$ cat config.mk
export PLATFORM = sky130hd
export DESIGN_NAME = float_sq_mul
export DESIGN_NICKNAME = d
export VERILOG_FILES = /design/src/rtl/float_pkg.sv /design/src/rtl/fp_mul.sv /design/src/rtl/float_sq_mul.sv
export SDC_FILE = /design/constraint.sdc
export NUM_CORES = 2
export LEC_CHECK = 0
export ABC_AREA = 1
export BUFFER_PORTS_ARGS = -buffer_cell sky130_fd_sc_hd__buf_2
export CORE_ASPECT_RATIO = 1.5
export CORE_MARGIN = 3
export CORE_UTILIZATION = 60
export CTS_BUF_LIST = sky130_fd_sc_hd__clkbuf_4 sky130_fd_sc_hd__clkbuf_8 sky130_fd_sc_hd__clkbuf_16
export DETAILED_ROUTE_END_ITERATION = 10
export PLACE_DENSITY = 0.82
export SLEW_MARGIN = 10
export SYNTH_ARGS = -nofsm -noshare
export SYNTH_HDL_FRONTEND = slang
export SYNTH_SLANG_ARGS = --single-unit
$ cat constraint.sdc
create_clock -name clk -period 19.8 [get_ports clk]
set_input_delay 1.98 -clock clk [delete_from_list [all_inputs] [get_ports clk]]
set_output_delay 1.98 -clock clk [all_outputs]
set_load 0.1 [all_outputs]
$ cat src/rtl/float_pkg.sv
// Shared binary32 types, constants and sequencer state encoding for the
// squared-multiply datapath stage.
package float_pkg;

  typedef struct packed {
    logic        sign;
    logic [7:0]  exp;
    logic [22:0] man;
  } fp32_t;

  localparam int unsigned EXP_BIAS   = 127;
  localparam logic [31:0] FP_QNAN    = 32'h7FC0_0000;
  localparam logic [31:0] FP_POS_INF = 32'h7F80_0000;
  localparam logic [31:0] FP_ONE     = 32'h3F80_0000;

  typedef enum logic [1:0] {
    ST_IDLE,
    ST_SQ,
    ST_MUL,
    ST_DONE
  } state_t;

endpackage

$ cat src/rtl/fp_mul.sv
// Combinational binary32 multiply, round-to-nearest-even, with subnormal
// inputs and outputs flushed to signed zero.
module fp_mul
  import float_pkg::*;
(
  input  fp32_t x,
  input  fp32_t y,
  output fp32_t z
);

  logic               x_zero, y_zero, x_inf, y_inf, x_nan, y_nan, sgn;
  logic [47:0]        prod;
  logic               norm, g, r, st, rnd;
  logic [23:0]        mant;
  logic [24:0]        mant_r;
  logic [22:0]        frac;
  logic signed [9:0]  exp_s;

  assign x_zero = (x.exp == 8'd0);
  assign y_zero = (y.exp == 8'd0);
  assign x_inf  = (x.exp == 8'hFF) && (x.man == 23'd0);
  assign y_inf  = (y.exp == 8'hFF) && (y.man == 23'd0);
  assign x_nan  = (x.exp == 8'hFF) && (x.man != 23'd0);
  assign y_nan  = (y.exp == 8'hFF) && (y.man != 23'd0);
  assign sgn    = x.sign ^ y.sign;

  always_comb begin
    prod = 48'({1'b1, x.man}) * 48'({1'b1, y.man});
    norm = prod[47];
    if (norm) begin
      mant = prod[47:24];
      g    = prod[23];
      r    = prod[22];
      st   = |prod[21:0];
    end else begin
      mant = prod[46:23];
      g    = prod[22];
      r    = prod[21];
      st   = |prod[20:0];
    end
    // Ties go to even: round up on a half only when the kept lsb is odd.
    rnd    = g & (r | st | mant[0]);
    mant_r = {1'b0, mant} + 25'(rnd);
    frac   = mant_r[24] ? mant_r[23:1] : mant_r[22:0];
    exp_s  = $signed({2'b00, x.exp}) + $signed({2'b00, y.exp})
           - $signed(10'(EXP_BIAS))
           + $signed({9'd0, norm}) + $signed({9'd0, mant_r[24]});
  end

  always_comb begin
    z = '0;
    if (x_nan || y_nan)
      z = fp32_t'(FP_QNAN);
    else if ((x_inf && y_zero) || (y_inf && x_zero))
      z = fp32_t'(FP_QNAN);
    else if (x_inf || y_inf)
      z = fp32_t'({sgn, FP_POS_INF[30:0]});
    else if (x_zero || y_zero)
      z = fp32_t'({sgn, 31'd0});
    else if (exp_s >= 10'sd255)
      z = fp32_t'({sgn, FP_POS_INF[30:0]});
    else if (exp_s <= 10'sd0)
      z = fp32_t'({sgn, 31'd0});
    else
      z = fp32_t'({sgn, exp_s[7:0], frac});
  end

endmodule

$ cat src/rtl/float_sq_mul.sv
// (a*a)*b for the inverse-square-root pipeline: one shared multiplier used
// for the square and then the final product, start/ready handshake.
module float_sq_mul
  import float_pkg::*;
(
  input  logic        clk,
  input  logic        rst,
  input  logic        start,
  input  logic [31:0] float_in_sq,
  input  logic [31:0] float_in_mul,
  output logic [31:0] float_out,
  output logic        ready
);

  state_t state_q, state_d;
  fp32_t  a_reg, b_reg, sq_reg;
  fp32_t  mul_x, mul_y, mul_z;
  logic   accept;

  always_comb begin
    state_d = state_q;
    accept  = 1'b0;
    case (state_q)
      ST_IDLE: if (start) begin accept = 1'b1; state_d = ST_SQ; end
      ST_SQ:   state_d = ST_MUL;
      ST_MUL:  state_d = ST_DONE;
      ST_DONE: if (start) begin accept = 1'b1; state_d = ST_SQ; end
      default: state_d = ST_IDLE;
    endcase
  end

  always_ff @(posedge clk or negedge rst) begin
    if (!rst) state_q <= ST_IDLE;
    else      state_q <= state_d;
  end

  // The multiplier sees (a,a) while squaring and (a*a,b) afterwards.
  assign mul_x = (state_q == ST_MUL) ? sq_reg : a_reg;
  assign mul_y = (state_q == ST_MUL) ? b_reg  : a_reg;

  fp_mul u_fp_mul (
    .x (mul_x),
    .y (mul_y),
    .z (mul_z)
  );

  always_ff @(posedge clk or negedge rst) begin
    if (!rst) begin
      a_reg     <= '0;
      b_reg     <= '0;
      sq_reg    <= '0;
      float_out <= '0;
      ready     <= 1'b0;
    end else begin
      if (accept) begin
        a_reg <= fp32_t'(float_in_sq);
        b_reg <= fp32_t'(float_in_mul);
        ready <= 1'b0;
      end
      if (state_q == ST_SQ) sq_reg <= mul_z;
      if (state_q == ST_MUL) begin
        float_out <= mul_z;
        ready     <= 1'b1;
      end
    end
  end

endmodule

==> metrics.txt <==
Mapped Cells=between 3000 and 4000; Reg2Reg Setup Slack=approximately 6.5 ns; DIE AREA=around 50000 um2; worst path arrival time=13.70 ns; largest net degree at the start of global routing=just over 70; Synth cell types=45; Fin Setup TNS=0 ns; crit end category=flop; fin. max-slew vios=0; Max Freq=~75 MHz; die span in y=269.9 um; Most common cell on crit path=nand2_1; hpwl dp=between 70 and 80 mm; hold_sp=b_reg[21]$_DFFE_PN0P_; routed len/inst=around 21 um; slowest CP cell=o21a_1; Hold Buf Count CTS=0; Main synth FF type=dfrtp_1; CTS sink count=roughly 130; Worst R2R Path Depth=58; H-tree depth=4; Placer Congestion=roughly 1.0; CTS resizes=0; GRT Util Overall=0.3827; largest family of logic cells by synthesized area=adder cells; Synth Warn #=0; Filler Cell Count=around 4000; Num CTS Buffers=17; # IOs=100; count of final hold-check violations=0; Vias=roughly 25000; Initial DRT Pass Iterations=6; storage element area=around 3300 um2; RR Startpoint=state_q[0]$_DFFE_PN0P_; area of the multi-input gates=roughly 21000 um2; CTS root buf=clkbuf_16; EDFF count, synth=0; post-synthesis simple-gate area fraction=0.2567; mux cell area share after synthesis=0.001438; number of global-route vias before repair=about 26000; drt first-iter violations=between 2000 and 2500; number of remaining DRC errors=0; CTS tree=yes; Area growth syn-to-layout=5.750%; Synth Area in XOR/XNOR=0.01321; async set-reset flop share out of synthesis=1.000; global-route wire length before repair=~140 mm; r2r endpoint=sq_reg[14]$_DFFE_PN0N_; worst hold endpoint=b_reg[21]$_DFFE_PN0P_; ANT nets after route=0; crit-path leading delay family=adder cells; Final period util=0.6736; Tmin final=~13 ns; Overflow after GRT=0; PortBufs=99; Yosys reg bits=about 130; # nets final=4589; clk slew on worst S/H paths=0.06 ns; unrepaired setup endpoints after global routing=false; Starting Density=0.6086; startpoint types=flop; Max Cap Violations=0; Seq/Total Area, Yosys=0.1177; vias per inst=about 5.7; Worst path max stage delay=~0.93 ns; Min-Delay Path Depth=2; Chip Width=around 180 um; Adder-Cell Fraction of Synth Area=0.4333; routed wire length=about 93 mm; Clock Path Buffers=2; core box area=45760 um2; Setup Buffers After CTS=0; Max transition margin=0.1540; initial antenna violation count=0; layout cells sized above 1=0.07878; Skew-Pair Late Insertion Delay=0.43 ns; critical path class=flop to flop; status=finished clean; final setup vio count=0; CP max FO=64; Max Clock Skew=0.007330 ns; Worst-Margin Slew=about 1.3 ns; number of core rows=96; post-synthesis compound-gate area fraction=0.04003; Syn Nets=approximately 4600; Syn Area/Cell=7.304 um2; Hold WC Path Type=flop to flop; area of the mapped netlist=between 20000 and 30000 um2; Critical path buffers and inverters=14; CP required=20.17 ns; diode count=0
-- logic make-up (layout without fill, tap and decap cells) --
family / Yosys count / after routing
AOI/OAI and AO/OA: 203 / 203
and+or+nand+nor: 1762 / 1762
xor gates and xnor gates: 42 / 42
buffers and inverters: 997 / 1043
DFF: 131 / 131
muxes: 4 / 4
adders and majority gates: 674 / 674
-- synth_stat cells, types with 5 or more instances --
library cell | number | area, um2
buf_2 | 10 | 50.05
xnor2_1 | 16 | 140.1
buf_1 | 5 | 18.77
nand4_1 | 28 | 175.2
o21ai_1 | 35 | 175.2
or2_2 | 22 | 137.6
clkbuf_1 | 105 | 394.1
inv_2 | 24 | 90.09
o21a_1 | 5 | 37.54
clkinv_1 | 8 | 30.03
nor4_1 | 5 | 31.28
buf_6 | 9 | 101.4
o21ai_2 | 6 | 52.55
inv_1 | 833 | 3127
nor2_2 | 26 | 162.7
ha_1 | 190 | 2377
nor3_1 | 11 | 55.05
nand3_1 | 95 | 475.5
nand3b_1 | 7 | 52.55
fa_1 | 484 | 9689
nand2_2 | 16 | 100.1
o21bai_1 | 8 | 60.06
nand2_1 | 1129 | 4238
a31oi_1 | 7 | 43.79
dfrtp_1 | 131 | 3278
a21oi_1 | 40 | 200.2
nor2_1 | 402 | 1509
o21ai_0 | 92 | 460.4
xor2_1 | 26 | 227.7
-- placed cells by master (no fill, tap or decap), types with 11 or more instances in the layout --
cell type  instances
o21ai_1           39
o21ai_0           81
xor2_1            26
nand4_1           28
nor2_1           402
a21oi_1           40
buf_4             49
clkbuf_16         17
nand2_1         1129
nand2_2           16
nor3_1            11
dfrtp_1          131
fa_1             484
nand3_1           95
buf_2             98
o21ai_2           13
ha_1             188
or2_2             22
inv_1            832
xnor2_1           16
nor2_2            26
inv_2             25
-- cell type report --
type / count / area share
inverters: 865 / 0.1102
multi-input cells: 2685 / 0.7052
clock inverters: 9 / 0.002846
repair buffers: 148 / 0.02953
well taps: 588 / 0.02498
flip-flops and latches: 131 / 0.1113
clock buffers: 21 / 0.01589
-- worst max path at each step --
stage / startpoint / end / slack [ns] / cells past startpoint
3_5_place_dp: state_q[0]$_DFFE_PN0P_ / float_out[2]$_DFFE_PN0N_ / 6.82 / 58
5_1_grt: state_q[0]$_DFFE_PN0P_ / float_out[14]$_DFFE_PN0N_ / 5.77 / 60
6_report: state_q[0]$_DFFE_PN0P_ / sq_reg[14]$_DFFE_PN0N_ / 6.46 / 58
2_1_floorplan: state_q[0]$_DFFE_PN0P_ / float_out[14]$_DFFE_PN0N_ / 9.47 / 62
4_1_cts: state_q[0]$_DFFE_PN0P_ / sq_reg[14]$_DFFE_PN0N_ / 6.75 / 58
3_3_place_gp: state_q[0]$_DFFE_PN0P_ / sq_reg[14]$_DFFE_PN0N_ / 7.09 / 55
-- metal layers --
layer | part of all wire | wire length (um) | GRT usage
met5 | 0 | 0 | 0
met4 | 0.12 | 10840 | 0.3318
met3 | 0.090 | 8432 | 0.07842
met2 | 0.49 | 45530 | 0.6529
met1 | 0.31 | 28570 | 0.3959
-- through the flow --
step                cells  instance area (um2)  utilization  hold WS (ns)  worst slack (ns)
CTS                  4447                29450       0.6436        0.4809             6.748
global placement     4417                28900       0.6315        0.4565             7.091
global route         4447                29450       0.6436        0.5025             5.767
detailed placement   4417                28900       0.6315        0.4596             6.823
floorplan            3813                27850            -        0.4414             9.467
finish               4447                29450       0.6436        0.4801             6.463
-- worst register-to-register path: cells and delay by family, from the launching register on --
family                   cells  cell delay, ns
AND/OR/NAND/NOR             30            4.55
flip-flops                   1            0.37
AO/OA/AOI/OAI                2            1.14
adder cells (fa/ha/maj)     12            4.94
buffers and inverters       14            2.29
Power is left out: the tool's default activity adds up to more than one toggle a clock period on the data nets, which glitch-free logic cannot reach.
